**src/rtl/wb_daq_sram_writer_if.sv**
```systemverilog
// Wishbone write-master bus bundle between the DAQ SRAM writer and the SRAM slave.
interface wb_daq_sram_writer_if #(
  parameter int dw = 32,
  parameter int aw = 32
);
  logic [aw-1:0] wb_adr_o;
  logic [dw-1:0] wb_dat_o;
  logic [3:0]    wb_sel_o;
  logic          wb_we_o;
  logic          wb_cyc_o;
  logic          wb_stb_o;
  logic          wb_ack_i;
  logic          wb_err_i;

  modport master (
    output wb_adr_o, wb_dat_o, wb_sel_o, wb_we_o, wb_cyc_o, wb_stb_o,
    input  wb_ack_i, wb_err_i
  );

  modport slave (
    input  wb_adr_o, wb_dat_o, wb_sel_o, wb_we_o, wb_cyc_o, wb_stb_o,
    output wb_ack_i, wb_err_i
  );
endinterface

```
**src/rtl/wb_daq_sram_writer.sv**
```systemverilog
// Round-robin arbiter that turns one-word DAQ channel requests into single Wishbone
// writes into per-channel circular SRAM regions, tracking write pointers and wraps.
module wb_daq_sram_writer #(
  parameter int              dw        = 32,
  parameter int              aw        = 32,
  parameter int              num_ch    = 4,
  parameter int              region_aw = 8,
  parameter logic [aw-1:0]   base_addr = '0
) (
  input  logic                        wb_clk,
  input  logic                        wb_rst,
  input  logic                        enable,
  input  logic                        clear,
  input  logic [num_ch-1:0]           start_sram,
  input  logic [num_ch*dw-1:0]        data_in,
  output logic [num_ch-1:0]           grant,
  wb_daq_sram_writer_if.master        wb,
  output logic [num_ch*region_aw-1:0] wr_ptr,
  output logic [num_ch-1:0]           wrapped,
  output logic                        bus_error
);

  localparam int CW = (num_ch > 1) ? $clog2(num_ch) : 1;

  typedef enum logic {IDLE, WRITE} state_t;

  state_t               state_q, state_d;
  logic [num_ch-1:0]    grant_q, grant_d;
  logic [num_ch-1:0]    wrapped_q, wrapped_d;
  logic [CW-1:0]        last_q, last_d;
  logic [aw-1:0]        adr_q, adr_d;
  logic [dw-1:0]        dat_q, dat_d;
  logic                 cyc_q, cyc_d;
  logic                 berr_q, berr_d;
  logic [region_aw-1:0] ptr_q [num_ch];
  logic [region_aw-1:0] ptr_d [num_ch];

  // Round-robin pick: first requester strictly after the last granted channel.
  logic          sel_vld;
  logic [CW-1:0] sel_ch;
  logic [CW:0]   sum;

  always_comb begin
    sel_vld = 1'b0;
    sel_ch  = last_q;
    sum     = '0;
    for (int i = 1; i <= num_ch; i++) begin
      sum = {1'b0, last_q} + (CW+1)'(i);
      if (sum >= (CW+1)'(num_ch)) sum = sum - (CW+1)'(num_ch);
      if (!sel_vld && start_sram[sum[CW-1:0]]) begin
        sel_vld = 1'b1;
        sel_ch  = sum[CW-1:0];
      end
    end
  end

  always_comb begin
    state_d   = state_q;
    grant_d   = '0;
    last_d    = last_q;
    adr_d     = adr_q;
    dat_d     = dat_q;
    cyc_d     = cyc_q;
    berr_d    = berr_q & ~clear;
    wrapped_d = clear ? '0 : wrapped_q;
    for (int c = 0; c < num_ch; c++) ptr_d[c] = clear ? '0 : ptr_q[c];

    case (state_q)
      IDLE: begin
        if (enable && sel_vld) begin
          grant_d[sel_ch] = 1'b1;
          dat_d   = data_in[int'(sel_ch)*dw +: dw];
          adr_d   = base_addr + (aw'(sel_ch) << (region_aw + 2)) + (aw'(ptr_d[sel_ch]) << 2);
          cyc_d   = 1'b1;
          last_d  = sel_ch;
          state_d = WRITE;
        end
      end
      WRITE: begin
        // Error wins over a simultaneous ack and leaves the pointer untouched.
        if (wb.wb_err_i) begin
          cyc_d   = 1'b0;
          berr_d  = 1'b1;
          state_d = IDLE;
        end else if (wb.wb_ack_i) begin
          cyc_d = 1'b0;
          if (ptr_d[last_q] == '1) wrapped_d[last_q] = 1'b1;
          ptr_d[last_q] = ptr_d[last_q] + 1'b1;
          state_d = IDLE;
        end
      end
      default: state_d = IDLE;
    endcase
  end

  always_ff @(posedge wb_clk or posedge wb_rst) begin
    if (wb_rst) begin
      state_q   <= IDLE;
      grant_q   <= '0;
      wrapped_q <= '0;
      last_q    <= CW'(num_ch - 1);
      adr_q     <= '0;
      dat_q     <= '0;
      cyc_q     <= 1'b0;
      berr_q    <= 1'b0;
      for (int c = 0; c < num_ch; c++) ptr_q[c] <= '0;
    end else begin
      state_q   <= state_d;
      grant_q   <= grant_d;
      wrapped_q <= wrapped_d;
      last_q    <= last_d;
      adr_q     <= adr_d;
      dat_q     <= dat_d;
      cyc_q     <= cyc_d;
      berr_q    <= berr_d;
      for (int c = 0; c < num_ch; c++) ptr_q[c] <= ptr_d[c];
    end
  end

  assign wb.wb_adr_o = adr_q;
  assign wb.wb_dat_o = dat_q;
  assign wb.wb_sel_o = {4{cyc_q}};
  assign wb.wb_we_o  = cyc_q;
  assign wb.wb_cyc_o = cyc_q;
  assign wb.wb_stb_o = cyc_q;
  assign grant       = grant_q;
  assign wrapped     = wrapped_q;
  assign bus_error   = berr_q;

  for (genvar c = 0; c < num_ch; c++) begin : g_ptr
    assign wr_ptr[c*region_aw +: region_aw] = ptr_q[c];
  end

endmodule

```
**src/flat_wrapper.sv**
```systemverilog
// flat-port wrapper written by rule: the top's interface ports become plain ports
module wb_daq_sram_writer_flat 
#(
  parameter int              dw        = 32,
  parameter int              aw        = 32,
  parameter int              num_ch    = 4,
  parameter int              region_aw = 8,
  parameter logic [aw-1:0]   base_addr = '0
)
  (wb_clk, wb_rst, enable, clear, start_sram, data_in, grant, wr_ptr, wrapped, bus_error, wb_wb_adr_o, wb_wb_dat_o, wb_wb_sel_o, wb_wb_we_o, wb_wb_cyc_o, wb_wb_stb_o, wb_wb_ack_i, wb_wb_err_i);
  wb_daq_sram_writer_if #(.dw(dw), .aw(aw)) wb_i ();
  input  logic wb_clk;
  input  logic wb_rst;
  input  logic enable;
  input  logic clear;
  input  logic [num_ch-1:0] start_sram;
  input  logic [num_ch*dw-1:0] data_in;
  output logic [num_ch-1:0] grant;
  output logic [num_ch*region_aw-1:0] wr_ptr;
  output logic [num_ch-1:0] wrapped;
  output logic bus_error;
  output wire logic [$bits(wb_i.wb_adr_o)-1:0] wb_wb_adr_o;
  output wire logic [$bits(wb_i.wb_dat_o)-1:0] wb_wb_dat_o;
  output wire logic [$bits(wb_i.wb_sel_o)-1:0] wb_wb_sel_o;
  output wire logic [$bits(wb_i.wb_we_o)-1:0] wb_wb_we_o;
  output wire logic [$bits(wb_i.wb_cyc_o)-1:0] wb_wb_cyc_o;
  output wire logic [$bits(wb_i.wb_stb_o)-1:0] wb_wb_stb_o;
  input wire logic [$bits(wb_i.wb_ack_i)-1:0] wb_wb_ack_i;
  input wire logic [$bits(wb_i.wb_err_i)-1:0] wb_wb_err_i;
  assign wb_wb_adr_o = wb_i.wb_adr_o;
  assign wb_wb_dat_o = wb_i.wb_dat_o;
  assign wb_wb_sel_o = wb_i.wb_sel_o;
  assign wb_wb_we_o = wb_i.wb_we_o;
  assign wb_wb_cyc_o = wb_i.wb_cyc_o;
  assign wb_wb_stb_o = wb_i.wb_stb_o;
  assign wb_i.wb_ack_i = wb_wb_ack_i;
  assign wb_i.wb_err_i = wb_wb_err_i;
  wb_daq_sram_writer #(.dw(dw), .aw(aw), .num_ch(num_ch), .region_aw(region_aw), .base_addr(base_addr)) u_core (.wb_clk(wb_clk), .wb_rst(wb_rst), .enable(enable), .clear(clear), .start_sram(start_sram), .data_in(data_in), .grant(grant), .wb(wb_i), .wr_ptr(wr_ptr), .wrapped(wrapped), .bus_error(bus_error));
endmodule
```
**config.mk**
```make
export PLATFORM = sky130hd
export DESIGN_NAME = wb_daq_sram_writer_flat
export DESIGN_NICKNAME = d
export VERILOG_FILES = /design/src/rtl/wb_daq_sram_writer_if.sv /design/src/rtl/wb_daq_sram_writer.sv /design/src/flat_wrapper.sv
export SDC_FILE = /design/constraint.sdc
export NUM_CORES = 1
export LEC_CHECK = 0
export ABC_AREA = 1
export CAP_MARGIN = 20
export CORE_ASPECT_RATIO = 1.5
export CORE_MARGIN = 4
export CORE_UTILIZATION = 43
export DETAILED_ROUTE_END_ITERATION = 7
export PLACE_DENSITY = 0.81
export SLEW_MARGIN = 30
export SYNTH_ARGS = -nofsm -noshare
export SYNTH_HDL_FRONTEND = slang
export SYNTH_SLANG_ARGS = --single-unit
```
**constraint.sdc**
```tcl
create_clock -name wb_clk -period 5.65 [get_ports wb_clk]
set_input_delay 0.8475 -clock wb_clk [delete_from_list [all_inputs] [get_ports wb_clk]]
set_output_delay 0.8475 -clock wb_clk [all_outputs]
set_load 0.005 [all_outputs]
```
* After elaboration in Yosys (flattened, before gate mapping) *
Index checks and enable logic that the tools add are counted.

word-level totals
  input bits = 138
  output and inout bits = 112
  logic and storage cells = 116
  flip-flop bits (word level) = 109

operators by class
  equal/unequal tests = 3
  muxes and demuxes = 57
  order comparisons = 15
  $add $sub $neg = 10
  shift-type cells = 1
  bitwise logic cells = 6
  reductions and logical operators = 12

operators with widths
  operator               count
  $shiftx A128 B8 Y32    1
  $mux W32               3
  $mux W8                9
  $bmux W8 S2            2
  $bwmux W32             1
  $mux W4                7
  $ge A3 B3 Y1 const B   6
  $lt A2 B3 Y1 const B   6
  $mux W1                18
  $demux W8 S2           1
  $mux W2                8
  $add A12 B10 Y13       1
  $add A8 B1 Y8 const B  1
  $bmux W1 S2            4
  $eq A8 B8 Y1 const B   1
  $sub A2 B1 Y2 const B  4
  $logic_and A1 B1 Y1    7
  $add A2 B2 Y3 const B  2
  $not A2 Y3             2
  $demux W1 S2           2
  $ge A2 B1 Y1 const B   2
  $or A4 B4 Y4           1
  $pmux W1 S2            2
  $reduce_and A2 Y1      2
  other kinds (8)        11

* Depth between registers and ports, before layout *
  depth after elaboration = 21
  depth in mapped cells = 20
  depth with buffers taken out = 15

* Worst setup path after synthesis *
OpenSTA, ideal clock, no wires.

  path kind = reg-to-reg
  from = register u_core.last_q[0]
  to = register u_core.dat_q[31], in the netlist u_core.wb.wb_dat_o[31]
  arrival time = 2.545 ns
  required time = 5.533 ns
  library setup time = 0.117 ns
  period minus slack after synthesis = 2.662 ns
  cell stages (with the launch flop) = 21
  buffers on the path = 5
  path slack = 2.988 ns
  cells stage by stage = dfstp_2 -> buf_4 -> inv_2 -> buf_6 -> clkbuf_1 -> ha_1 -> inv_1 -> nand3_1 -> nand2_1 -> inv_2 -> nand3_4 -> nand2_4 -> nand2_2 -> buf_6 -> buf_6 -> nand2_1 -> nand2_1 -> nand2_1 -> nand2_1 -> nand2_1 -> nand2_1

between the ends
  longest elaborated chain between the ends = 17
  elaborated cells between the ends (all ways) = 41
  classes of those cells = 8 x add/sub; 4 x order compare; 1 x shift; 20 x mux; 8 x reduce/logical

ends and longest elaborated chain
  item                                                    RTL line                   RTL
  start: declaration                                      wb_daq_sram_writer.sv:30   logic [CW-1:0] last_q, last_d;
  start signal: assignment                                wb_daq_sram_writer.sv:101  last_q <= CW'(num_ch - 1);
  start signal: assignment                                wb_daq_sram_writer.sv:111  last_q <= last_d;
  branches (longest 17 deep; another with $add A2 B1 Y3)  -
  end signal: assignment                                  wb_daq_sram_writer.sv:113  dat_q <= dat_d;
  end: declaration                                        wb_daq_sram_writer.sv:32   logic [dw-1:0] dat_q, dat_d;

Parallel ways; which one is timed is not known. The select of a mux whose other input is x is not followed.
A chain may end at the register's enable or synchronous reset.

* Final worst setup path *
  from = register u_core.last_q[0]
  to = register u_core.dat_q[28], in the netlist u_core.wb.wb_dat_o[28]

Same word-level chain as after synthesis.

==> flow_summary.json <==
{
  "path_max_fanout": 57,
  "synthMuxAreaShare_pct": 0,
  "r2r_cells": 15,
  "grt_pass1_wl_um": 31100,
  "crit_path_cell_trace": "inv_2, ha_1, inv_1, nand3_1, nand2_1, inv_2, nand4_4, nand2_2, buf_4, nand2_1, nand2_1, nand2_1, nand2_1, nand2_1, nand2_1",
  "drv_slew": 0,
  "synth_top_family_by_area": "simple AND/OR/NAND/NOR gates",
  "die-area_sq_um": 15600,
  "place_area_sq_um": 8020,
  "cpMostUsedCell": "nand2_1",
  "vias": 6525,
  "wl_um": 20500,
  "grtUsageTotal_pct": 25.5,
  "synth_top_cell_by_area": "dfrtp_1",
  "cts_resized": 0,
  "power_density_nw_per_um2": 644,
  "cts.clk_slew.worst_paths_ns": 0.07,
  "leakagePower_nw": 4.25,
  "cts_sinks": 87,
  "root_buffer": "clkbuf_16",
  "worstSetupEndpointType": "flip-flop",
  "min_path_type": "reg2reg",
  "worst_setup_path_start_kind": "flip-flop",
  "min_delay_path_depth": 2,
  "yosysMostFrequentCell": "nand2_1",
  "synth-edff-count": 0,
  "coreArea_sq_um": 13500,
  "synth_cells": 917,
  "final_area_sq_um": 8290,
  "htreeDepth": 3,
  "path_buf_inv": 4,
  "hold_start": "u_core.wb.wb_dat_o[31]",
  "async_flop_share_pct": 100,
  "whs_ns": 0.478,
  "relSlewSlack_pct": 35.2,
  "post_drt_via_cell_ratio": 5.14,
  "synthTopCellsByArea": "dfrtp_1 (36%), nand2_1 (31%), nand3_1 (12%)",
  "synth_area_sq_um": 5870,
  "clockBufferDepth": 2,
  "gr-total-overflow": 0,
  "peakVddDrop_v": 0.000592,
  "place_congestion": 0.899,
  "reg2reg_from": "u_core.last_q[0]",
  "synth-compound-area-share_pct": 5.07,
  "ys_seq_elements": 87,
  "setup_violations": 0,
  "numCtsBuffers": 9,
  "rrSetupSlack_ns": 1.51,
  "ios": 250,
  "synth_common_cells": "nand2_1 (484), nand3_1 (136), dfrtp_1 (85), o21ai_0 (39), inv_1 (33)",
  "ys_seq_area_share_pct": 37.1,
  "io_buffers": 227,
  "required_ns": 5.93,
  "fmax_ghz": 0.242,
  "fp.dieH_um": 151,
  "status": "finished, final reports clean",
  "wl_per_cell_um": 16.2,
  "cp_top_family": "simple AND/OR/NAND/NOR gates",
  "drc_errors": 0,
  "syn_to_final_growth_pct": 41.2,
  "start_util_pct": 43.6,
  "grt_start_max_net_pins": 82,
  "synth-main-ff-cell": "dfrtp_1",
  "syn_avg_cell_area_sq_um": 6.41,
  "fin_util_pct": 61.6,
  "die-width_um": 103,
  "ctsHoldBuffers": 0,
  "synth.distinct_cells": 31,
  "antenna_found_initial": 0,
  "drv_cap": 0,
  "cpPeakStageDelay_ns": 0.81,
  "arrival_ns": 4.42,
  "n_antenna_cell": 0,
  "rows": 52,
  "fill_cells": 1244,
  "hpwl_um": 14500,
  "rsz0062_at_grt": "no",
  "synthSimpleGateAreaFrac_pct": 45.1,
  "drt_pass1_iterations": 5,
  "slowest_stage": "dfstp_2",
  "grt_pass1_vias": 6203,
  "final-hold-violation-count": 0,
  "yosys.area_share.xor_xnor_pct": 0.447,
  "synth_top_area_share_pct": 36.2,
  "finalCritPeriodShare_pct": 73.2,
  "drt-initial-drc-count": 263,
  "synth_warnings": 0,
  "nets": 1246,
  "tightest_slew_ns": 0.970,
  "synthAdderAreaFrac_pct": 1.06,
  "min_to": "u_core.wb.wb_dat_o[31]",
  "insertion_delay_ns": 0.34,
  "skew_ns": 0.00682,
  "finalSetupTns_ns": 0,
  "fin_crit_ns": 4.14,
  "antenna_left": 0,
  "postCtsSetupRepairBufs": 0,
  "r2r_end": "u_core.wb.wb_dat_o[28]",
  "drive_above_1_share_pct": 3.43,
  "cts_tree": "done",
  "crit_type": "reg2reg"
}
## kinds of logic (layout without fill, tap and decap cells)
kind of cell / count (synthesis) / count (layout)
other: 1 / 22
and+or+nand+nor: 646 / 646
xor gates and xnor gates: 3 / 3
DFF: 87 / 87
AOI/OAI and AO/OA: 55 / 55
buffers and inverters: 120 / 290
adders and majority gates: 5 / 5
## report_power, final
group          switching (mW)  internal (mW)  leakage (nW)
sequential              0.137          0.816          1.15
clock                   0.261          0.301         0.126
combinational            2.44           1.39          2.98
## through the flow
step,instances,setup WS [ns],power [mW]
2_1_floorplan,938,2.56,3.75
3_3_place_gp,1253,1.62,4.66
3_5_place_dp,1254,1.59,4.79
4_1_cts,1270,1.57,5.37
5_1_grt,1270,1.19,5.90
6_report,1270,1.51,5.34
## worst register-to-register path: cells and delay by family (launching register included)
| kind | cells | cell delay [ns] |
|---|---|---|
| flip-flops | 1 | 0.81 |
| adder cells (fa/ha/maj) | 1 | 0.53 |
| AND/OR/NAND/NOR | 10 | 1.75 |
| buffers and inverters | 4 | 0.98 |
## sequential cells by signal, summed over array words and instances (netlist names)
name and cells:
u_core.wb.wb_dat_o 32, u_core.wr_ptr 32, u_core.wb.wb_adr_o 10, u_core.grant 4, u_core.wrapped 4, u_core.last_q 2, u_core.bus_error 1, u_core.state_q 1
u_core.wb.wb_cyc_o 1
## layout by cell type, fill, tap and decap left out, drive strengths merged, types with 2 or more instances in the layout
cell,instances
a21oi,3
buf,8
clkbuf,10
clkdlybuf4s50,227
clkinv,4
clkinvlp,3
conb,22
dfrtp,85
dfstp,2
ha,5
inv,38
nand2,487
nand3,137
nand3b,2
nand4,2
nor2,16
nor3,2
o211ai,5
o21ai,45
xnor2,2
## worst max-delay path by stage
stage,startpoint,end,slack (ns),depth (start not counted)
global placement,u_core.last_q[0],u_core.wb.wb_dat_o[19],1.62,15
global route,u_core.last_q[0],u_core.wb.wb_dat_o[28],1.19,15
CTS,u_core.last_q[0],u_core.wb.wb_dat_o[28],1.57,15
floorplan,wb_rst,u_core.bus_error,2.56,1
detailed placement,u_core.last_q[0],u_core.wb.wb_dat_o[28],1.59,15
finish,u_core.last_q[0],u_core.wb.wb_dat_o[28],1.51,15
## final cells by class
class / count / area (sq um) / share of cell area [%]
Clock inverter: 6 / 45.0 / 0.543
Tap cell: 162 / 203 / 2.44
Inverter: 39 / 148 / 1.78
Sequential cell: 87 / 2180 / 26.3
Multi-Input combinational cell: 731 / 3140 / 37.8
Clock buffer: 10 / 229 / 2.76
Timing Repair Buffer: 235 / 2350 / 28.4
## routing by layer
metal / share of wire (%) / track usage, % / vias up / wire [um]
met1: 37 / 28.6 / 2948 / 7650
met3: 8.5 / 4.75 / 61 / 1750
li1: - / - / 3214 / -
met2: 50 / 45.1 / 302 / 10200
met4: 4.3 / 12.6 / 0 / 892
met5: 0 / 0 / - / 0
No activity file was read; power rests on OpenSTA's default activity.
